`src/rtl/dmem_responder_if.sv`:
```
// Load/store bus between the datapath (master) and the data-memory responder (slave).
// One request per handshake; the responder answers with a single-cycle ready strobe.
interface dmem_responder_if;
   logic        req;
   logic        we;
   logic [31:0] addr;
   logic [31:0] wdata;
   logic        ready;
   logic [31:0] rdata;
   logic        err;
   logic        busy;

   modport master (
      output req, we, addr, wdata,
      input  ready, rdata, err, busy
   );

   modport slave (
      input  req, we, addr, wdata,
      output ready, rdata, err, busy
   );
endinterface

```
`src/rtl/dmem_responder.sv`:
```
// Word-addressed data memory with a programmable number of wait states per access.
// Bad addresses (misaligned or beyond DEPTH) complete with err instead of touching RAM.
module dmem_responder #(
   parameter int ADDR_BITS = 6,
   parameter int LATENCY   = 2
) (
   input  logic            clk,
   input  logic            reset,
   dmem_responder_if.slave bus
);

   localparam int         DEPTH = 2 ** ADDR_BITS;
   localparam logic [3:0] LAT   = 4'(LATENCY);

   typedef enum logic [1:0] {
      ST_IDLE,
      ST_WAIT,
      ST_DONE
   } state_t;

   state_t                 r_state;
   state_t                 w_nextState;
   logic [3:0]             r_waitCount;
   logic                   r_we;
   logic                   r_err;
   logic [ADDR_BITS-1:0]   r_index;
   logic [31:0]            r_wdata;
   logic [31:0]            r_rdata;
   logic [31:0]            r_mem [DEPTH];

   logic                   w_accept;
   logic                   w_badAddr;
   logic                   w_enterDone;
   logic [ADDR_BITS-1:0]   w_reqIndex;
   logic [ADDR_BITS-1:0]   w_rdIndex;
   logic                   w_rdWe;
   logic                   w_rdErr;

   assign w_reqIndex  = bus.addr[ADDR_BITS+1:2];
   assign w_badAddr   = (|bus.addr[1:0]) | (|bus.addr[31:ADDR_BITS+2]);
   assign w_accept    = (r_state == ST_IDLE) && bus.req;
   assign w_enterDone = (w_nextState == ST_DONE);

   // With zero latency DONE follows IDLE directly, so the read must use the live request.
   assign w_rdIndex = (r_state == ST_IDLE) ? w_reqIndex : r_index;
   assign w_rdWe    = (r_state == ST_IDLE) ? bus.we     : r_we;
   assign w_rdErr   = (r_state == ST_IDLE) ? w_badAddr  : r_err;

   always_comb begin
      w_nextState = r_state;
      case (r_state)
         ST_IDLE: begin
            if (bus.req) begin
               w_nextState = (LAT != 4'd0) ? ST_WAIT : ST_DONE;
            end
         end
         ST_WAIT: begin
            if (r_waitCount <= 4'd1) begin
               w_nextState = ST_DONE;
            end
         end
         ST_DONE: begin
            w_nextState = ST_IDLE;
         end
         default: begin
            w_nextState = ST_IDLE;
         end
      endcase
   end

   always_ff @(posedge clk or posedge reset) begin
      if (reset) begin
         r_state     <= ST_IDLE;
         r_waitCount <= 4'd0;
         r_we        <= 1'b0;
         r_err       <= 1'b0;
         r_index     <= '0;
         r_wdata     <= 32'h0;
      end else begin
         r_state <= w_nextState;
         if (w_accept) begin
            r_waitCount <= LAT;
            r_we        <= bus.we;
            r_err       <= w_badAddr;
            r_index     <= w_reqIndex;
            r_wdata     <= bus.wdata;
         end else if (r_state == ST_WAIT) begin
            r_waitCount <= r_waitCount - 4'd1;
         end
      end
   end

   // Load data is captured on entry to DONE so it is stable for the whole ready cycle.
   always_ff @(posedge clk or posedge reset) begin
      if (reset) begin
         r_rdata <= 32'h0;
      end else if (w_enterDone && !w_rdWe && !w_rdErr) begin
         r_rdata <= r_mem[w_rdIndex];
      end
   end

   always_ff @(posedge clk) begin
      if ((r_state == ST_DONE) && r_we && !r_err) begin
         r_mem[r_index] <= r_wdata;
      end
   end

   assign bus.ready = (r_state == ST_DONE);
   assign bus.err   = (r_state == ST_DONE) && r_err;
   assign bus.busy  = (r_state != ST_IDLE);
   assign bus.rdata = r_rdata;

endmodule

```
`src/flat_wrapper.sv`:
```
// flat-port wrapper written by rule: the top's interface ports become plain ports
module dmem_responder_flat 
#(
   parameter int ADDR_BITS = 6,
   parameter int LATENCY   = 2
)
  (clk, reset, bus_req, bus_we, bus_addr, bus_wdata, bus_ready, bus_rdata, bus_err, bus_busy);
  dmem_responder_if bus_i ();
  input  logic clk;
  input  logic reset;
  input wire logic [$bits(bus_i.req)-1:0] bus_req;
  input wire logic [$bits(bus_i.we)-1:0] bus_we;
  input wire logic [$bits(bus_i.addr)-1:0] bus_addr;
  input wire logic [$bits(bus_i.wdata)-1:0] bus_wdata;
  output wire logic [$bits(bus_i.ready)-1:0] bus_ready;
  output wire logic [$bits(bus_i.rdata)-1:0] bus_rdata;
  output wire logic [$bits(bus_i.err)-1:0] bus_err;
  output wire logic [$bits(bus_i.busy)-1:0] bus_busy;
  assign bus_i.req = bus_req;
  assign bus_i.we = bus_we;
  assign bus_i.addr = bus_addr;
  assign bus_i.wdata = bus_wdata;
  assign bus_ready = bus_i.ready;
  assign bus_rdata = bus_i.rdata;
  assign bus_err = bus_i.err;
  assign bus_busy = bus_i.busy;
  dmem_responder #(.ADDR_BITS(ADDR_BITS), .LATENCY(LATENCY)) u_core (.clk(clk), .reset(reset), .bus(bus_i));
endmodule
```
`config.mk`:
```
export PLATFORM = sky130hd
export DESIGN_NAME = dmem_responder_flat
export DESIGN_NICKNAME = d
export VERILOG_FILES = /design/src/rtl/dmem_responder_if.sv /design/src/rtl/dmem_responder.sv /design/src/flat_wrapper.sv
export SDC_FILE = /design/constraint.sdc
export NUM_CORES = 2
export LEC_CHECK = 0
export BUFFER_PORTS_ARGS = -buffer_cell sky130_fd_sc_hd__buf_2
export CAP_MARGIN = 20
export CORE_UTILIZATION = 35
export CTS_CLUSTER_DIAMETER = 200
export DETAILED_ROUTE_END_ITERATION = 7
export PLACE_DENSITY = 0.48
export REMOVE_ABC_BUFFERS = 1
export SYNTH_ARGS = -nofsm -noshare
export SYNTH_HDL_FRONTEND = slang
export SYNTH_SLANG_ARGS = --single-unit
```
`constraint.sdc`:
```
create_clock -name clk -period 4.6 [get_ports clk]
set_clock_uncertainty 0.1 [all_clocks]
set_input_delay 0.69 -clock clk [delete_from_list [all_inputs] [get_ports clk]]
set_output_delay 0.69 -clock clk [all_outputs]
set_load 0.05 [all_outputs]
```
==> results_dict.tcl <==
set metrics [dict create \
    grt.total_usage_pct 22.6 \
    wl_per_cell_um 29.8 \
    hp-class "input pin to flip-flop" \
    viasPerCell 5.49 \
    yosysWarnings 0 \
    powerDensity_nw_per_um2 694 \
    rsz0062_at_grt "no" \
    yosys.area.top_type "edfxtp_1" \
    worstSetupPathType "flip-flop to flip-flop" \
    critical_path.startpoint_type "flip-flop" \
    area.growth.synth_to_final_pct 17.2 \
    cellLeakagePower_nw 32.3 \
    critPathRequiredTime_ns 5.20 \
    synth.avg_cell_area_sq_um 15.0 \
    finalHoldViolations 0 \
    clockRootBuffer "clkbuf_16" \
    slew_headroom_pct 29.7 \
    synth-edff-count 2048 \
    synth.top_cell.area_share_pct 74.4 \
    first_iter_violations 5436 \
    clkTransAtPathRegs_ns 0.06 \
    dp_hpwl_um 148000 \
    cts_tree "done" \
    end_kind "flip-flop" \
    nNetsFinal 5851 \
    power_w 0.0672 \
    grt_start_max_net_pins 88 \
    synth_flop_cell "edfxtp_1" \
    post-route-drc-count 0 \
    post-synth-top-count-cell "edfxtp_1" \
    synthArstFlopShare_pct 3.67 \
    status "finished, final reports clean" \
    clock-sinks 2126 \
    cts_inserted_buffers 220 \
    ys_seq_area_share_pct 76.8 \
    grt_pass1_wl_um 378000 \
    netlist_instances 5497 \
    first_global_vias 48900 \
    worst-slew-pin-transition_ns 1.05 \
    fin_crit_sh_pct 80.8 \
    postCtsSetupRepairBufs 0 \
    worst-path-max-fanout 24 \
    final_util_pct 41.2 \
    finalSetupViolCount 0 \
    cp.arrival_ns 4.32 \
    whs_path_depth 2 \
    chipHeight_um 488 \
    rows 178 \
    die_w_um 488 \
    antenna_found_initial 8 \
    drive_gt1_share_pct 15.1 \
    synth.distinct_cells 62 \
    gr-total-overflow 0 \
    yosys-top-cells-area "edfxtp_1, nand2_1, mux2i_1, nand3_1, dfrtp_1" \
    max_cap_violations 0 \
    io_buffers 102 \
    ys_seq_elements 2126 \
    drt_wl_total_um 272000 \
    io-pin-count 103 \
    fmax_mhz 269 \
    yosys-top-cells-count "edfxtp_1, nand2_1, nand3_1" \
    h-tree-depth 4 \
    netlist_area_sq_um 82700 \
    dieArea_sq_um 238000 \
    drtAntennaViolNets 0 \
    vdd_ir_drop_max_mv 0.664 \
    final-max-slew-violation-count 0 \
    clkLatencyLatePin_ns 0.86 \
    via_count 50100 \
    drtPass1Iterations 6 \
    clockBufferDepth 3 \
    place_congestion 0.794 \
    reg2reg_depth 11 \
    tns_ns 0 \
    finalCriticalPeriod_ns 3.72 \
    coreArea_sq_um 235000 \
    start_util_pct 35.2 \
]
[placed cells by master, fill, tap and decap left out, types with 34 or more instances in the layout]
cell type	count
edfxtp_1	2048
nand2_1	1046
nand3_1	437
mux2i_1	349
clkbuf_16	223
buf_4	197
nand4_1	185
o21ai_0	143
nor2_1	134
a32oi_1	115
buf_2	102
buf_12	94
a31oi_1	69
clkbuf_1	69
mux2_2	64
nor2_4	64
o221ai_1	56
clkinv_1	50
a21oi_1	47
o2111ai_1	47
dfrtp_1	46
dlygate4sd3_1	34
[cells by family (layout without fill, tap and decap cells)]
logic type	Yosys count	in the layout	synth area share, %
buffers and inverters	374	854	2.12
DFF	2126	2126	76.8
and+or+nand+nor	1959	1959	10.4
muxes	414	414	5.11
other	0	6	0
AOI/OAI and AO/OA	622	622	5.57
adders and majority gates	2	2	0.0303
[per-layer routing]
metal	vias up	share of wire [%]	global-route usage [%]
met4	6	3.2	7.55
met3	407	7.2	4.52
met1	26000	44	31.5
li1	21800	-	-
met2	1929	46	35.1
met5	-	0.013	0
[state kept, by name (all words and copies together), names as in the netlist]
| signal | flops |
|---|---|
| u_core.r_we | 1 |
| u_core.r_err | 1 |
| u_core.bus.rdata | 32 |
| u_core.r_waitCount | 4 |
| u_core.r_mem | 2048 |
| u_core.r_wdata | 32 |
| u_core.r_index | 6 |
| u_core.r_state | 2 |
[power by group]
part | total (W) | switching [W] | leakage (nW) | internal (W)
clock network | 0.0175 | 0.00757 | 3.41 | 0.00988
registers | 0.0253 | 0.000886 | 19.3 | 0.0244
logic | 0.0245 | 0.0174 | 9.54 | 0.00710
[per-stage QoR]
step,setup slack [ns],hold WS (ns),cells,area (sq um)
2_1_floorplan,-8.66,0.422,5129,80900
3_3_place_gp,0.693,0.397,8664,89300
3_5_place_dp,0.697,0.402,8666,89300
4_1_cts,0.854,0.0172,9118,96700
5_1_grt,0.802,0.0484,9129,96900
6_report,0.883,0.0791,9133,96900
[area by class of cell]
type,count,area (sq um)
Tap cell,3150,3940
Inverter,6,25.0
Fill cell,21400,138000
Clock buffer,310,6090
Multi-Input combinational cell,2997,18100
Sequential cell,2126,63500
Timing Repair Buffer,430,4290
Antenna cell,6,15.0
Clock inverter,108,922
[timing repair]
item | CTS | global route
gates resized for setup | 0 | 0
hold buffers | 34 | 0
hold endpoints to repair | 66 | 0
[worst max-delay path: stages, from the launching register on]
cell	delay (ns)
dfrtp_1	0.38
buf_4	0.21
o21a_2	0.27
nor2_8	0.34
buf_12	0.26
buf_12	0.19
buf_4	0.34
mux2i_1	0.24
a222oi_1	0.10
and3_1	0.22
a311oi_1	0.69
a211oi_1	0.18
[worst paths after layout]
path / from / to / slack [ns]
worst min register to register: u_core.r_wdata[25]$_DFFE_PP0P_ / u_core.r_wdata[25]$_DFFE_PP0P_ / 0.41
min in group asynchronous: reset / u_core.r_wdata[3]$_DFFE_PP0P_ / 0.35
worst min-delay path: bus_addr[2] / u_core.r_index[0]$_DFFE_PP0P_ / 0.08
max in group asynchronous: reset / u_core.r_wdata[31]$_DFFE_PP0P_ / 3.19
worst max-delay path: u_core.r_state[0]$_DFF_PP0_ / u_core.bus.rdata[14]$_DFFE_PP0P_ / 0.88
worst max register to register: u_core.r_state[0]$_DFF_PP0_ / u_core.bus.rdata[14]$_DFFE_PP0P_ / 0.88
No activity file was read; power rests on OpenSTA's default activity.
